**config.mk**
```make
export PLATFORM = sky130hd
export DESIGN_NAME = dm_scan_arbiter
export DESIGN_NICKNAME = d
export VERILOG_FILES = /design/src/rtl/dm_pkg.sv /design/src/rtl/dm_row_scanner.sv /design/src/rtl/dm_scan_arbiter.sv
export SDC_FILE = /design/constraint.sdc
export NUM_CORES = 1
export LEC_CHECK = 0
export BUFFER_PORTS_ARGS = -buffer_cell sky130_fd_sc_hd__buf_2
export CAP_MARGIN = 20
export CORE_MARGIN = 2
export CORE_UTILIZATION = 55
export CTS_CLUSTER_SIZE = 24
export DETAILED_ROUTE_END_ITERATION = 8
export PLACE_DENSITY = 0.84
export SETUP_SLACK_MARGIN = 0.02
export SLEW_MARGIN = 20
export SYNTH_ARGS = -nofsm -noshare
export SYNTH_HDL_FRONTEND = slang
export SYNTH_SLANG_ARGS = --single-unit
```
**constraint.sdc**
```tcl
create_clock -name clk -period 2.9 [get_ports clk]
set_input_delay 0.435 -clock clk [delete_from_list [all_inputs] [get_ports clk]]
set_output_delay 0.435 -clock clk [all_outputs]
set_load 0.02 [all_outputs]
```
**src/rtl/dm_pkg.sv**
```systemverilog
// Shared types and constants for the dot-matrix scan arbiter.
// Holds the arbiter state enum, blank row/column codes and the row decoder.
package dm_pkg;

    typedef enum logic [1:0] {
        IDLE,
        SCAN,
        BLANK
    } dm_state_e;

    localparam logic [7:0] ROW_ALL_OFF = 8'hFF;
    localparam logic [7:0] COL_OFF     = 8'h00;

    // Active-low one-hot select for the given row.
    function automatic logic [7:0] row_onehot_n(input logic [2:0] idx);
        return ~(8'b1 << idx);
    endfunction

endpackage

```
**src/rtl/dm_row_scanner.sv**
```systemverilog
// Row sequencer: row index counter, row select (cow) and frame_done pulse.
// Ports: clk, rst, tick (row step), clear (force blank/row 0), hold (blank
// step, row stays 0); outputs row_idx, cow (active low), frame_done.
module dm_row_scanner
    import dm_pkg::*;
(
    input  logic       clk,
    input  logic       rst,
    input  logic       tick,
    input  logic       clear,
    input  logic       hold,
    output logic [2:0] row_idx,
    output logic [7:0] cow,
    output logic       frame_done
);

    always_ff @(posedge clk) begin
        if (rst || clear) begin
            row_idx    <= 3'd0;
            cow        <= ROW_ALL_OFF;
            frame_done <= 1'b0;
        end else begin
            frame_done <= 1'b0;
            if (tick) begin
                if (hold) begin
                    cow     <= ROW_ALL_OFF;
                    row_idx <= 3'd0;
                end else begin
                    cow        <= row_onehot_n(row_idx);
                    row_idx    <= row_idx + 3'd1;
                    frame_done <= (row_idx == 3'd7);
                end
            end
        end
    end

endmodule

```
**src/rtl/dm_scan_arbiter.sv**
```systemverilog
// Shares the 8x8 red/green matrix between two sources, switching owner only
// at frame boundaries with a minimum dwell and a blanking gap.
// Ports: clk, rst, scan_tick, en, req[1:0], src0/src1 red/green row data in;
// grant, row_idx, color_red, color_green, cow, frame_done out.
module dm_scan_arbiter
    import dm_pkg::*;
#(
    parameter int DWELL_FRAMES = 64,
    parameter int BLANK_STEPS  = 2
) (
    input  logic       clk,
    input  logic       rst,
    input  logic       scan_tick,
    input  logic       en,
    input  logic [1:0] req,
    output logic [1:0] grant,
    output logic [2:0] row_idx,
    input  logic [7:0] src0_red,
    input  logic [7:0] src0_green,
    input  logic [7:0] src1_red,
    input  logic [7:0] src1_green,
    output logic [7:0] color_red,
    output logic [7:0] color_green,
    output logic [7:0] cow,
    output logic       frame_done
);

    localparam logic [7:0] DWELL_LAST = 8'(DWELL_FRAMES - 1);
    localparam logic [3:0] BLANK_LAST = 4'(BLANK_STEPS - 1);

    dm_state_e  state;
    logic [7:0] dwell;
    logic [3:0] blank_cnt;
    logic       own_req;
    logic       other_req;
    logic [1:0] grant_swap;
    logic [7:0] mux_red;
    logic [7:0] mux_green;

    assign own_req    = |(req & grant);
    assign other_req  = |(req & ~grant);
    assign grant_swap = {grant[0], grant[1]};
    assign mux_red    = grant[1] ? src1_red   : src0_red;
    assign mux_green  = grant[1] ? src1_green : src0_green;

    dm_row_scanner u_scan (
        .clk       (clk),
        .rst       (rst),
        .tick      (scan_tick && state != IDLE),
        .clear     (!en || state == IDLE),
        .hold      (state == BLANK),
        .row_idx   (row_idx),
        .cow       (cow),
        .frame_done(frame_done)
    );

    always_ff @(posedge clk) begin
        if (rst || !en) begin
            state       <= IDLE;
            grant       <= 2'b00;
            dwell       <= 8'd0;
            blank_cnt   <= 4'd0;
            color_red   <= COL_OFF;
            color_green <= COL_OFF;
        end else begin
            unique case (state)
                IDLE: begin
                    color_red   <= COL_OFF;
                    color_green <= COL_OFF;
                    dwell       <= 8'd0;
                    blank_cnt   <= 4'd0;
                    if (|req) begin
                        grant <= req[0] ? 2'b01 : 2'b10;
                        state <= SCAN;
                    end
                end
                SCAN: begin
                    if (scan_tick) begin
                        color_red   <= mux_red;
                        color_green <= mux_green;
                        // Ownership is only reconsidered on the row-7 tick.
                        if (row_idx == 3'd7) begin
                            if (other_req &&
                                (dwell >= DWELL_LAST || !own_req)) begin
                                grant     <= grant_swap;
                                dwell     <= 8'd0;
                                blank_cnt <= 4'd0;
                                state     <= BLANK;
                            end else if (!own_req) begin
                                grant <= 2'b00;
                                state <= IDLE;
                            end else if (dwell != 8'hFF) begin
                                dwell <= dwell + 8'd1;
                            end
                        end
                    end
                end
                BLANK: begin
                    if (scan_tick) begin
                        color_red   <= COL_OFF;
                        color_green <= COL_OFF;
                        if (blank_cnt == BLANK_LAST) begin
                            blank_cnt <= 4'd0;
                            // New owner gave up during the gap: fall back
                            // to the other source (already blanked) or idle.
                            if (own_req) begin
                                state <= SCAN;
                            end else if (other_req) begin
                                grant <= grant_swap;
                                state <= SCAN;
                            end else begin
                                grant <= 2'b00;
                                state <= IDLE;
                            end
                        end else begin
                            blank_cnt <= blank_cnt + 4'd1;
                        end
                    end
                end
                default: begin
                    state <= IDLE;
                    grant <= 2'b00;
                end
            endcase
        end
    end

endmodule

```
==> results of run 1 <==
==> cells by family (layout without fill, tap and decap cells) <==
kind of cell             after synthesis  after routing  share of synthesized area (%)
AO/OA/AOI/OAI                         74             74                          21.37
XOR/XNOR                               1              1                         0.3778
adder cells (fa/ha/maj)               10             10                          5.289
buffers and inverters                 23             86                          4.372
flip-flops                            44             44                          37.99
multiplexers                          17             17                          7.339
AND/OR/NAND/NOR                      112            112                          23.26
==> layout by cell type, fill, tap and decap left out, drive strengths merged, types with 2 or more instances in the layout <==
master / synthesis / final
inv: 7 / 7
ha: 9 / 9
a211oi: 2 / 2
a21oi: 26 / 26
o22ai: 6 / 6
buf: 8 / 71
nand3: 13 / 13
a32oi: 6 / 6
nor2: 33 / 33
or2: 2 / 2
o21ai: 10 / 10
o31ai: 6 / 6
a22o: 2 / 2
nor3: 20 / 20
o211ai: 2 / 2
nand2: 24 / 24
clkbuf: 7 / 5
mux2i: 17 / 17
a31oi: 4 / 4
dfxtp: 44 / 44
and3: 3 / 3
or3b: 2 / 2
nor2b: 4 / 4
o21a: 2 / 2
nand2b: 4 / 4
bufinv: 0 / 3
==> registers in the layout, summed over array words and instances (netlist names) <==
register / cells
dwell: 8
color_green: 8
u_scan.cow: 8
state: 2
u_scan.frame_done: 1
color_red: 8
blank_cnt: 4
u_scan.row_idx: 3
grant: 2
==> power groups by stage <==
stage	clock network [W]	logic, W	registers [W]
floorplan	0	0.000122	0.000638
global placement	0	0.000175	0.000636
detailed placement	0	0.000179	0.000636
CTS	0.000646	0.000180	0.000622
global route	0.000672	0.000199	0.000624
finish	0.000639	0.000182	0.000622
==> layout make-up <==
type | count | area (um^2) | share of cell area (%)
inverters | 7 | 26.28 | 0.9280
repair buffers | 71 | 365.4 | 12.90
multi-input cells | 214 | 1338 | 47.24
well taps | 50 | 62.56 | 2.209
clock inverters | 3 | 90.09 | 3.182
flip-flops and latches | 44 | 880.8 | 31.11
clock buffers | 5 | 68.82 | 2.430
==> through the flow <==
stage                     power [W]  worst slack (ps)
after detailed placement  0.0008155             632.0
after global placement    0.0008115             688.7
after global routing       0.001495             697.8
after CTS                  0.001448             829.1
after floorplan           0.0007606              1046
final                      0.001443             859.7
==> metal layers <==
layer | share of wire (%) | up-vias | global-route usage (%)
met5 | 0 | - | 0
met4 | 1.2 | 0 | 8.824
met3 | 7.8 | 7 | 7.468
met2 | 47 | 93 | 37.86
met1 | 44 | 996 | 29.96
li1 | - | 1148 | -
==> worst max path at each step <==
stage,end,depth (start not counted),slack [ps]
finish,dwell[3],6,860
global route,dwell[3],7,700
CTS,color_red[7],4,830
detailed placement,blank_cnt[1],5,630
global placement,blank_cnt[1],5,690
floorplan,grant[0],7,1050
==> impl.org, run 1 <==
** Logic synthesis
- Fraction of synthesis flops using an asynchronous set or reset pin :: 0%
- Average size of a mapped cell :: 8.251 um^2
- Yosys mapped the design onto 49 distinct sky130hd cell types.
- Most frequent cells after synthesis :: dfxtp_1 (44), nor2_1 (33), a21oi_1 (26)
- Yosys mapped a number of flops with a built-in enable equal to 0.
- Synthesized netlist net count :: 328
- Sequential elements use 37.99% of the synthesized area.
- By instance count, the leading cell after synthesis is dfxtp_1.
- Synthesis produced 281 cells.
- The share of synthesized area in the top cell type comes to 37.99%.
- During synthesis, Yosys emitted a total of 0 warnings.
- Post-synthesis instance area :: 0.002318 mm^2
- Of all cell types, the one taking the most synthesized area is dfxtp_1.
- Synthesis inferred 44 register bits.
- Most used DFF post-synth :: dfxtp_1
- In the post-synthesis netlist, the biggest area contributors are dfxtp_1 (38%), mux2i_1 (7.3%), a21oi_1 (5.6%), nor2_1 (5.3%), ha_1 (4.9%).

** Routing
- The routed layout has 2244 vias.
- The pre-antenna-repair detailed-routing pass consisted of 4 iterations.
- Antenna Nets Post-Route :: 0
- Number of design rule violations left after detail routing :: 0
- For this block, the routed nets add up to 5277 um of wire.
- Drt wl/cell :: 13.39 um
- In this run, the number of DRC markers left after iteration 0 of detailed routing was 141.
- Via density :: 5.695

** Die
- Core footprint :: 0.004029 mm^2
- Height of the chip :: 68.93 um
- During I/O placement, the number of pins put on the boundary was 68.
- Row Count :: 23
- The die covers 0.004751 mm^2.
- Once the floorplan was initialized, standard cells occupied 57.55% of the core.
- Width of the die :: 68.93 um

** Place
- In this run, placement finished with an instance count of 386.
- Port buffering added 67 buffers.
- Gpl congestion :: 0.8961
- DP HPWL :: 3812 um
- After detailed placement, the total cell area comes to 0.002671 mm^2.

** Cells and area
- Design area :: 0.002831 mm^2
- The layout has 328 filler cells.
- Share of final-layout standard cells stronger than drive strength 1 :: 25.58%
- From synthesis to final layout, the design area changed by 22.13%.
- At the end of the flow, the number of nets in the layout was 390.
- The number of antenna diodes in the final layout is 0.
- Once layout is complete, the utilization of the core stands at 70.28%.
- Once layout is complete, the cells apart from fillers number 394.

** Clock network
- CTS built an H-tree with a depth of 2.
- Inserted Clock Buffers :: 5
- Clock Tree Buf Depth :: 2
- The number of setup buffers added after CTS is 0.
- TritonCTS built the clock tree.
- Clock tree synthesis selected as its root buffer the cell clkbuf_8.
- Post-cts gate resize count :: 0
- Hold repair after CTS inserted 0 buffers.
- The tree built by TritonCTS fans out to 44 sinks.
- The later pin in the worst-skew pair is clocked with a latency of 300 ps.
- After clock tree synthesis, the clock-pin slew on the worst setup and hold paths is 80 ps.

** Critical path
- The worst setup path is launched from a register.
- Critical path buffers and inverters :: 0
- Slowest stage cell on the critical path :: o31ai_4
- Tracing the worst setup path back leads to its startpoint at dwell[0].
- CP max FO :: 9
- RR Endpoint :: dwell[3]
- The setup path with the least slack is of type register to register.
- Grouping stages by cell kind, the critical path spends the most delay in compound AO/OA/AOI/OAI gates.
- Slowest Stage Delay on Critical Path :: 450 ps
- Startpoint of the lowest-slack register-to-register path :: dwell[0]
- Cells along the critical path :: ha_1, nand3_1, or2_2, o31ai_4, a32oi_1, o31ai_1
- The worst setup path is captured at a register.
- Req. time, crit path :: 3100 ps
- Register-to-Register Setup Slack :: 860 ps
- R2R depth :: 6
- Data arrival time of the critical path :: 2240 ps

** Global route
- The via count of the first global-routing pass was 1930.
- The total overflow left after global routing is 0.
- Pin count of the biggest net entering global routing :: 35
- Wire length of the first global-routing pass :: 8466 um
- The initial antenna violation count is 0.
- For this run, the total global-route usage over all layers was measured as 23.72%.

** Timing
- Total Neg Setup Slack :: 0 ps
- After layout, the worst path uses 70.35% of the clock period.
- Setup skew after layout :: 5.500 ps
- Setup violations remaining at the end of the flow were counted as 0.
- For this run, the top clock speed supported by timing is 490.1 MHz.
- The total count of hold-check failures in the final report was 0.
- The routed design could run at a clock period as short as 2040 ps.
- Pins over their slew limit :: 0
- For the pin with the worst max-slew slack, the measured transition is 832.9 ps.
- Unrepaired setup endpoints after global routing :: false
- Across all hold checks on the routed design, the worst slack comes to 481.9 ps.
- Headroom to the max-slew limit :: 44.36%

** Worst hold path
- The worst hold path begins at blank_cnt[3].
- The min-delay analysis places its worst path in the category register to register.
- Hold path endpoint :: blank_cnt[3]
- Along the worst hold path, the cell count comes to 1.

** Power
- Summed over all cells, the static leakage comes to 1.141 nW.
- Part of the power in the clock network :: 44.3%
- Per report_power, the combinational group accounts for 12.6% of the total.
- Net load switching power :: 0.0003271 W
- Cell-internal power :: 0.001116 W
- Switching power share of the total :: 22.67%
- Seq pwr share :: 43.1%
- Dividing total power by cell area gives a power density of 509.6 mW/mm^2.
- Worst vdd rail ir drop :: 0.3184 mV

** Flow run
- Reported max-cap violation count :: 0

** Status
- Run status :: finished clean
Note: power is estimated with default switching activity, not from simulation.
==> inputs of run 2 (changes only) <==
Settings changed: ABC_AREA set to 1, CORE_UTILIZATION 55 to 52, PLACE_DENSITY 0.84 to 0.8.
Clock period 2.9 ns to 1.9 ns, I/O delays scaled along.
==> run 2 against run 1 <==
Flip-flop and latch count is the same. Synthesized cell count grew 28%. Via count grew 11%. First-iteration DRC count shrank 9.9%. Non-clock buffer count grew 3. Cell count grew 23%. Global-route usage shrank 2.6 points. Sequential share of layout area shrank 0.77 points. Largest power group is now sequential cells. Highest routed layer unchanged. Clock power shrank 5.6%.
==> impl.org, run 2 <==
** Global route
- Via count of the first global-routing pass :: 2112 (+9.4%)
- The total congestion overflow is 0 (unchanged).
- Antenna violations before repair :: 0 (unchanged)
- The global-route wire length before repair is 8783 um (+3.7%).
- The aggregate global-route resource usage is 21.08% (-2.6 points).
- The largest net degree at the start of global routing came to 23 (-34%).

** Logic synthesis
- Synthesized-area fraction occupied by ao, oa, aoi and oai cells :: 15.83% (-5.5 points)
- Post-synthesis instance area :: 0.002404 mm^2 (+3.7%)
- Library cell with the largest summed area after synthesis :: dfxtp_1
- Fraction of the mapped netlist area in adder cells :: 4.685% (-0.60 points)
- The sequential share of the synthesized area was 36.65% (-1.3 points).
- Parity-gate share of the synthesized area counting xor and xnor cells :: 1.458% (+1.1 points)
- The commonest cells after synthesis are nand2_1 (109), a21oi_1 (47), dfxtp_1 (44).
- The share of flip-flops with an asynchronous set or reset was 0% (unchanged).
- Average size of a mapped cell :: 6.658 um^2 (-19%)
- The number of enable flip-flop cells after synthesis is 0 (unchanged).
- The total of flip-flops plus latches after synthesis was 44 (unchanged).
- Fraction of synthesized cell area taken by the top area cell type :: 36.65% (-1.3 points)
- The net count after synthesis came to 408 (+24%).
- In the post-synthesis netlist, the biggest area contributors are dfxtp_1 (37%), nand2_1 (17%), a21oi_1 (9.8%), nor2_1 (5.9%), ha_1 (4.7%).
- The post-synthesis simple-gate area fraction was 33.16% (+9.9 points).
- The count of cell types in the netlist is 34 (-31%).
- Post-synthesis mux area share :: 0% (-7.3 points)
- Most used DFF post-synth :: dfxtp_1
- By instance count, the leading cell after synthesis is nand2_1.
- Number of warnings reported in the yosys synthesis log :: 0 (unchanged)
- After synthesis, the largest family of logic cells by area is simple AND/OR/NAND/NOR gates.
- Synthesized instance count :: 361 (+28%)

** Timing
- Peak clock frequency supported by timing :: 568.9 MHz (+16%)
- The worst clock skew on the final layout was 5.673 ps (+0.1724 ps).
- The total count of hold-check failures in the final report was 0 (unchanged).
- The total of endpoints with negative setup slack in the final report was 0 (unchanged).
- The relative slew slack came to 66.88% (+23 points).
- The pin slew with the least headroom to its limit is 496.3 ps (-336.6 ps).
- Total Neg Setup Slack :: 0 ps (unchanged)
- The share of the clock period used by the worst path was 92.51% (+22 points).
- Unrepaired setup endpoints after global routing :: false
- The final number of max-transition violations was 0 (unchanged).
- The final-layout worst hold slack was 298.7 ps (-183.2 ps).
- The post-route minimum period was 1758 ps (-282.6 ps).

** Critical path
- STA classifies the critical path endpoint as a register.
- Among the stages of the critical path, the cell type that occurs most often is nand2_1.
- The setup path with the least slack is of type register to register.
- Walking the worst path, the cells encountered are ha_1, nand2_1, nor2_1, nand2_1, nand3_1, nand2_1, nand2_4, nand2_2, a21oi_1, nor3_1.
- STA classifies the critical path startpoint as a register.
- The slack of the worst reg-to-reg path was 140 ps (-720 ps).
- Req. time, crit path :: 2090 ps (-1010 ps)
- The arrival time of data at the critical path endpoint came to 1950 ps (-290 ps).
- Slowest Stage Delay on Critical Path :: 370 ps (-80 ps)
- Slowest stage cell on the critical path :: dfxtp_1
- CP max FO :: 12 (+3)

** Cells and area
- The count of antenna diodes in the layout was 0 (unchanged).
- The area taken by multi-input logic gates is 0.001335 mm^2 (-0.19%).
- Most common library cell in the layout ignoring fill and taps :: nand2_1
- Number of filler instances in the final layout :: 417 (+27%)
- Leading cell types in the layout, fill and taps excluded :: nand2_1 (107), buf_2 (67), a21oi_1 (47)
- The net count of the finished layout came to 479 (+23%).
- The area growth from synthesis to layout is 20.98%.
- The register area came to 882.1 um^2 (+0.14%).
- The layout cell share with drive strength beyond 1 was 24.71% (-0.87 points).

** Routing
- Total number of vias :: 2488 (+11%)
- The detailed-router iteration count before antenna repair is 4 (unchanged).
- Drt wl/cell :: 11.20 um (-16%)
- Antenna Nets Post-Route :: 0 (unchanged)
- The number of violations reported at the end of detailed-routing iteration 0 came to 127 (-9.9%).
- The DRC violation count after routing came to 0 (unchanged).
- Aggregate routed wire length :: 5432 um (+2.9%)
- Via density :: 5.130 (-9.9%)

** Worst hold path
- Path type of the worst min-delay path :: primary input to register

** Place
- The half-perimeter wire length of the detailed placement result was 4045 um (+6.1%).
- The number of I/O port buffers was 67 (unchanged).
- The final estimated routing congestion in global placement was 0.8157 (-9.0%).

** Power
- Power per Cell Area :: 652.7 mW/mm^2 (+28%)
- Static leakage :: 1.324 nW (+16%)
- The peak supply drop is 0.4985 mV (+57%).
- The overall power consumption was 0.001898 W (+32%).

** Die
- Total die area :: 0.005182 mm^2 (+9.1%)
- Width of the die :: 71.99 um (+4.4%)
- The standard-cell row count was 24 (+4.3%).
- Starting Density :: 54.45% (-3.1 points)
- The die height came to 71.99 um (+4.4%).
- Core footprint :: 0.004414 mm^2 (+9.6%)
- The I/O pin count was 68 (unchanged).

** Clock network
- The number of post-CTS setup repair buffers is 0 (unchanged).
- The number of H-tree branching levels is 2 (unchanged).
- Inserted Clock Buffers :: 5 (unchanged)
- Worst-Skew Late Latency :: 300 ps (about the same)
- Clk pin slew, worst setup/hold paths :: 80 ps (about the same)
- CTS tree :: done
- Total number of clock tree sinks :: 44 (unchanged)
- The tree is rooted in a clkbuf_8.
- Clock Tree Buf Depth :: 2 (unchanged)

** Flow run
- The total of max-cap violations is 0 (unchanged).

** Status
- Run status :: finished clean
[run 2: changes by cell type in the layout (fill, tap and decap cells not counted), moves of 6 or more]
| cell | delta |
|---|---|
| inv_2 | +7 |
| inv_1 | +20 |
| nor3_1 | -14 |
| nand2_1 | +83 |
| a21oi_1 | +21 |
| mux2i_1 | -17 |
| a32oi_1 | -6 |
[run 2: repair_timing]
item                                    4_1_cts  5_1_grt
endpoints found under the setup margin        0        6
resized for setup                             0        5
hold buffers                                  0        0
[run 2: layout make-up]
cell class	instances	share of cell area, %
flip-flops and latches	44	30.34
multi-input cells	270	45.91
well taps	52	2.238
repair buffers	74	13.34
clock buffers	7	2.969
inverters	37	4.948
clock inverters	1	0.2582
[run 2: report_power, final]
part | switching, W | internal (W) | total (W) | leakage (nW)
registers | 0.0000190 | 0.000944 | 0.000963 | 0.357
logic | 0.000214 | 0.000118 | 0.000331 | 0.923
clock network | 0.000308 | 0.000295 | 0.000603 | 0.0445
total | 0.000541 | 0.00136 | 0.00190 | 1.32
[run 2: kinds of logic after synthesis]
| family | Yosys count |
|---|---|
| and+or+nand+nor | 187 |
| AOI/OAI and AO/OA | 70 |
| DFF | 44 |
| adders and majority gates | 9 |
| xor gates and xnor gates | 4 |
| buffers and inverters | 47 |
[run 2: worst paths after layout]
| path | cells after the start | to | start |
|---|---|---|---|
| max | 10 | blank_cnt[2] | dwell[1] |
| min | 4 | state[0] | rst |
| max reg2reg | 10 | blank_cnt[2] | dwell[1] |
| min reg2reg | 2 | u_scan.cow[1] | u_scan.cow[1] |
[run 2: critical path, delay by kind of cell, from the launching register on]
family | cells | cell delay (ps)
adder cells (fa/ha/maj) | 1 | 210
flip-flops | 1 | 370
AND/OR/NAND/NOR | 8 | 930
AO/OA/AOI/OAI | 1 | 140
[run 2: routing by layer]
layer | share of wire (%) | wire (um) | vias up | track usage, %
met2 | 48 | 2594 | 79 | 37.04
met5 | 0 | 0 | - | 0
met3 | 6.2 | 338 | 7 | 3.472
met1 | 45 | 2430 | 1098 | 26.07
li1 | - | - | 1304 | -
met4 | 1.3 | 69 | 0 | 7.547
[run 2: per-stage QoR]
| step | std cells | utilization [%] | cell area (um^2) | setup slack [ps] |
|---|---|---|---|---|
| 2_1_floorplan | 361 | - | 2404 | 253.8 |
| 3_3_place_gp | 477 | 63.49 | 2803 | 176.2 |
| 3_5_place_dp | 477 | 63.49 | 2803 | 103.6 |
| 4_1_cts | 485 | 65.62 | 2897 | 84.72 |
| 5_1_grt | 485 | 65.87 | 2908 | 21.19 |
| 6_report | 485 | 65.87 | 2908 | 142.3 |
==> inputs of run 3 (changes only) <==
Settings changed: CORE_UTILIZATION 52 to 42, PLACE_DENSITY 0.8 to 0.67, SYNTH_HIERARCHICAL set to 1.
==> run 3 against run 2 <==
Cell count up 1.2%. Clock skew up 1.0 ps. Power up 16%. Sequential power up 1%. Area after synthesis up 1.0%. Clock power up 23%. Global-route usage down 2.5 points. Synthesized cell count down 3.9%. Sequential share of layout area down 0.65 points. Register-to-register slack better by 60 ps. First-iteration DRC count up 53%. Critical path type unchanged. Largest cell class unchanged.
==> impl.org, run 3 <==
** Die
- Height of the chip :: 80.04 um (+11%)
- The standard-cell row count is 27 (+13%).
- The initial cell density of the core was 43.83% (-11 points).
- Width of the die :: 80.04 um (+11%)
- Core footprint :: 0.005540 mm^2 (+26%)
- The die outline area is 0.006406 mm^2 (+24%).
- IO Count :: 68 (unchanged)

** Logic synthesis
- Fraction of synthesized cell area taken by the top area cell type :: 36.27% (-0.38 points)
- Number of warnings reported in the yosys synthesis log :: 6 (+6)
- Sequential area share after synthesis :: 36.27% (-0.38 points)
- Synthesized netlist net count :: 394 (-3.4%)
- Yosys cell types :: 37 (+8.8%)
- Most frequent cell after synthesis :: nand2_1
- The total of flip-flops plus latches after synthesis is 44 (unchanged).
- Post-synthesis instance area :: 0.002429 mm^2 (+1.0%)
- By area the synthesized netlist is led by dfxtp_1 (36%), nand2_1 (13%), nor2_1 (9.4%), a21oi_1 (5.6%), nand3_1 (5.4%).
- Synthesized instance count :: 347 (-3.9%)
- The most used flip-flop cell after synthesis is dfxtp_1.
- Fraction of synthesis flops using an asynchronous set or reset pin :: 0% (unchanged)
- The commonest cells after synthesis are nand2_1 (81), nor2_1 (61), dfxtp_1 (44).
- The post-synthesis area per instance came to 6.999 um^2 (+5.1%).
- The largest total area in the synthesized netlist belongs to dfxtp_1.
- The number of enable flip-flop cells after synthesis came to 0 (unchanged).

** Global route
- Pin count of the biggest net entering global routing :: 23 (unchanged)
- Antenna violations before repair :: 0 (unchanged)
- Sum of overflow across all layers after global routing :: 0 (unchanged)
- GR Util All Layers :: 18.55% (-2.5 points)
- Wire length of the first global-routing pass :: 9556 um (+8.8%)
- Via count of the first global-routing pass :: 2228 (+5.5%)

** Routing
- Number of design rule violations left after detail routing :: 0 (unchanged)
- The met3 wirelength from detailed routing came to 356 um (+5.3%).
- The amount of wire on met2 after detailed routing is 2744 um (+5.8%).
- Antenna Nets Post-Route :: 0 (unchanged)
- Total number of vias :: 2424 (-2.6%)
- Aggregate routed wire length :: 5703 um (+5.0%)
- The number of violations reported at the end of detailed-routing iteration 0 came to 194 (+53%).
- The length of routed wiring on met1 came to 2534 um (+4.3%).
- Via density :: 4.937 (-3.8%)
- The detailed-router iteration count before antenna repair is 4 (unchanged).
- The highest metal layer carrying signal wires in the routed design is met4.
- Drt wl/cell :: 11.62 um (+3.7%)

** Cells and area
- The count of filler cells inserted in the layout came to 586 (+41%).
- Non-filler instance count after layout :: 491 (+1.2%)
- Leading cell types in the layout, fill and taps excluded :: nand2_1 (80), buf_2 (67), nor2_1 (60)
- Most common library cell in the layout ignoring fill and taps :: nand2_1
- From synthesis to final layout, the design area changed by 22.36%.
- Nets@finish :: 465 (-2.9%)
- The layout cell share with drive strength beyond 1 is 26.01% (+1.3 points).
- Design area :: 0.002972 mm^2 (+2.2%)
- The count of antenna diodes in the layout is 0 (unchanged).

** Flow run
- The total of max-cap violations came to 0 (unchanged).

** Critical path
- Most frequent CP cell :: nand2_1
- The number of buffers and inverters on the critical path was 0 (unchanged).
- The required time of the critical path came to 2090 ps (about the same).
- The critical path is of the register to register type.
- The signal on the critical path passes through ha_1, nand2_1, nor2_1, nand2_1, nand4_2, nand2_1, nand2_2, nand2_2, o21ai_1, nor2_1.
- The worst setup path is captured at a register.
- The largest fanout on the critical path was 5 (-7).
- Slowest stage cell on the critical path :: dfxtp_1
- The logic depth of the worst register-to-register path was 10 (unchanged).
- The worst setup path is launched from a register.
- Delay-heaviest family, CP :: simple AND/OR/NAND/NOR gates
- The arrival time of data at the critical path endpoint came to 1890 ps (-60 ps).
- Critical path depth :: 10 (unchanged)
- Slowest Stage Delay on Critical Path :: 370 ps (about the same)

** Clock network
- The clock input transition at the sequential cells of the worst setup and hold paths was 80 ps (about the same).
- The clock latency at the later pin of the worst-skew pair is 300 ps (about the same).
- The clock sink count is 44 (unchanged).
- The number of post-CTS setup repair buffers was 0 (unchanged).
- Cell at the root of the clock tree :: clkbuf_8
- Clock Tree Buf Depth :: 2 (unchanged)
- CTS tree :: done
- The number of H-tree branching levels came to 2 (unchanged).
- Inserted Clock Buffers :: 5 (unchanged)

** Power
- The switching part of the total was 29.80% (+1.3 points).
- The leakage power summed over all cells came to 1.355 nW (+2.4%).
- The clock network fraction of total power was 33.9% (+2.1 points).
- Seq pwr share :: 44.3% (-6.4 points)
- Cell-internal power :: 0.001541 W (+14%)
- Worst vdd rail ir drop :: 0.3888 mV (-22%)
- The switching power total was 0.0006544 W (+21%).
- The cell area power density came to 738.9 mW/mm^2 (+13%).
- Relative contribution of combinational cells to total power :: 21.8% (+4.3 points)

** Timing
- Setup skew after layout :: 6.681 ps (+1.009 ps)
- The post-route minimum period was 1701 ps (-57.18 ps).
- Setup repair after global routing left no endpoint under its margin.
- Pins over their slew limit :: 0 (unchanged)
- The pin slew with the least headroom to its limit came to 462.8 ps (-33.49 ps).
- The total of endpoints with negative setup slack in the final report is 0 (unchanged).
- The relative slew slack was 69.11% (+2.2 points).
- Final critical-path share of the clock period :: 89.50% (-3.0 points)
- The total count of hold-check failures in the final report was 0 (unchanged).
- Peak clock frequency supported by timing :: 588.1 MHz (+3.4%)
- Total Neg Setup Slack :: 0 ps (unchanged)

** Place
- Post-Place Cell Area :: 0.002844 mm^2 (+1.5%)
- DP HPWL :: 4367 um (+8.0%)
- The number of I/O port buffers is 67 (unchanged).
- Gpl congestion :: 0.8354 (+2.4%)
- The total placed cells including tap cells was 483 (+1.3%).

** Status
- Run status :: finished clean

** Worst hold path
- Path type of the worst min-delay path :: primary input to register
- The worst hold path cell count was 3 (-1).
==> run 3: changes by cell type after synthesis, moves of 3 or more <==
cell | before | now
xor2_1 | 3 | 6
nor3_1 | 6 | 3
o211ai_1 | 0 | 16
inv_1 | 27 | 23
nand3_1 | 18 | 26
a21oi_1 | 47 | 27
o21ai_0 | 12 | 5
nor2_1 | 38 | 61
nand2_1 | 109 | 81
==> run 3: path summary, 6_finish.rpt <==
path	start	to	slack, ps
hold / removal	rst	u_scan/cow[0]	260
hold reg to reg	color_red[2]	color_red[2]	460
setup reg to reg	dwell[0]	blank_cnt[0]	200
setup / recovery	dwell[0]	blank_cnt[0]	200
==> run 3: cells by family (layout without fill, tap and decap cells) <==
| logic type | Yosys count | count (layout) | synth area share [%] |
|---|---|---|---|
| AND/OR/NAND/NOR | 190 | 190 | 34.21 |
| XOR/XNOR | 7 | 7 | 2.525 |
| adder cells (fa/ha/maj) | 9 | 9 | 4.637 |
| AO/OA/AOI/OAI | 58 | 58 | 15.46 |
| flip-flops | 44 | 44 | 36.27 |
| buffers and inverters | 39 | 111 | 6.903 |
==> run 3: per-layer routing <==
layer / vias up / global-route usage, %
li1: 1274 / -
met1: 1083 / 22.42
met2: 62 / 32.33
met3: 5 / 4.072
met4: 0 / 6.271
met5: - / 0
==> run 3: layout make-up <==
cell class / instances / area (um^2) / area share, %
clock buffer: 6 / 82.58 / 2.779
sequential: 44 / 882.1 / 29.68
timing repair buffer: 73 / 380.4 / 12.80
inverter: 30 / 112.6 / 3.789
multi-input combinational: 264 / 1385 / 46.61
clock inverter: 2 / 38.79 / 1.305
tap: 72 / 90.09 / 3.032
==> run 3: metrics by stage <==
stage | setup slack (ps) | utilization (%) | total power (W) | hold WS [ps]
6_report | 199.5 | 53.64 | 0.002196 | 262.8
5_1_grt | 4.997 | 53.64 | 0.002332 | 276.5
4_1_cts | 122.4 | 53.52 | 0.002227 | 256.9
3_5_place_dp | 157.4 | 51.33 | 0.001472 | 451.8
3_3_place_gp | 216.8 | 51.33 | 0.001469 | 449.8
2_1_floorplan | 266.1 | - | 0.001343 | 393.5
==> run 3: repair_timing <==
item,4_1_cts,5_1_grt
hold buffers,0,0
endpoints found under the hold margin,0,0
endpoints found under the setup margin,0,4
gates resized for setup,0,3
==> run 3: power by group through the flow <==
stage / sequential (W) / combinational, W / clock [W]
3_5_place_dp: 0.000994 / 0.000478 / 0
5_1_grt: 0.000976 / 0.000547 / 0.000809
4_1_cts: 0.000973 / 0.000480 / 0.000774
3_3_place_gp: 0.000993 / 0.000476 / 0
6_report: 0.000973 / 0.000479 / 0.000744
2_1_floorplan: 0.00101 / 0.000338 / 0
==> run 3: tightest hold or removal path, delay by kind of cell <==
family	cells	cell delay, ps
and+or+nand+nor	2	130
buffers and inverters	1	120
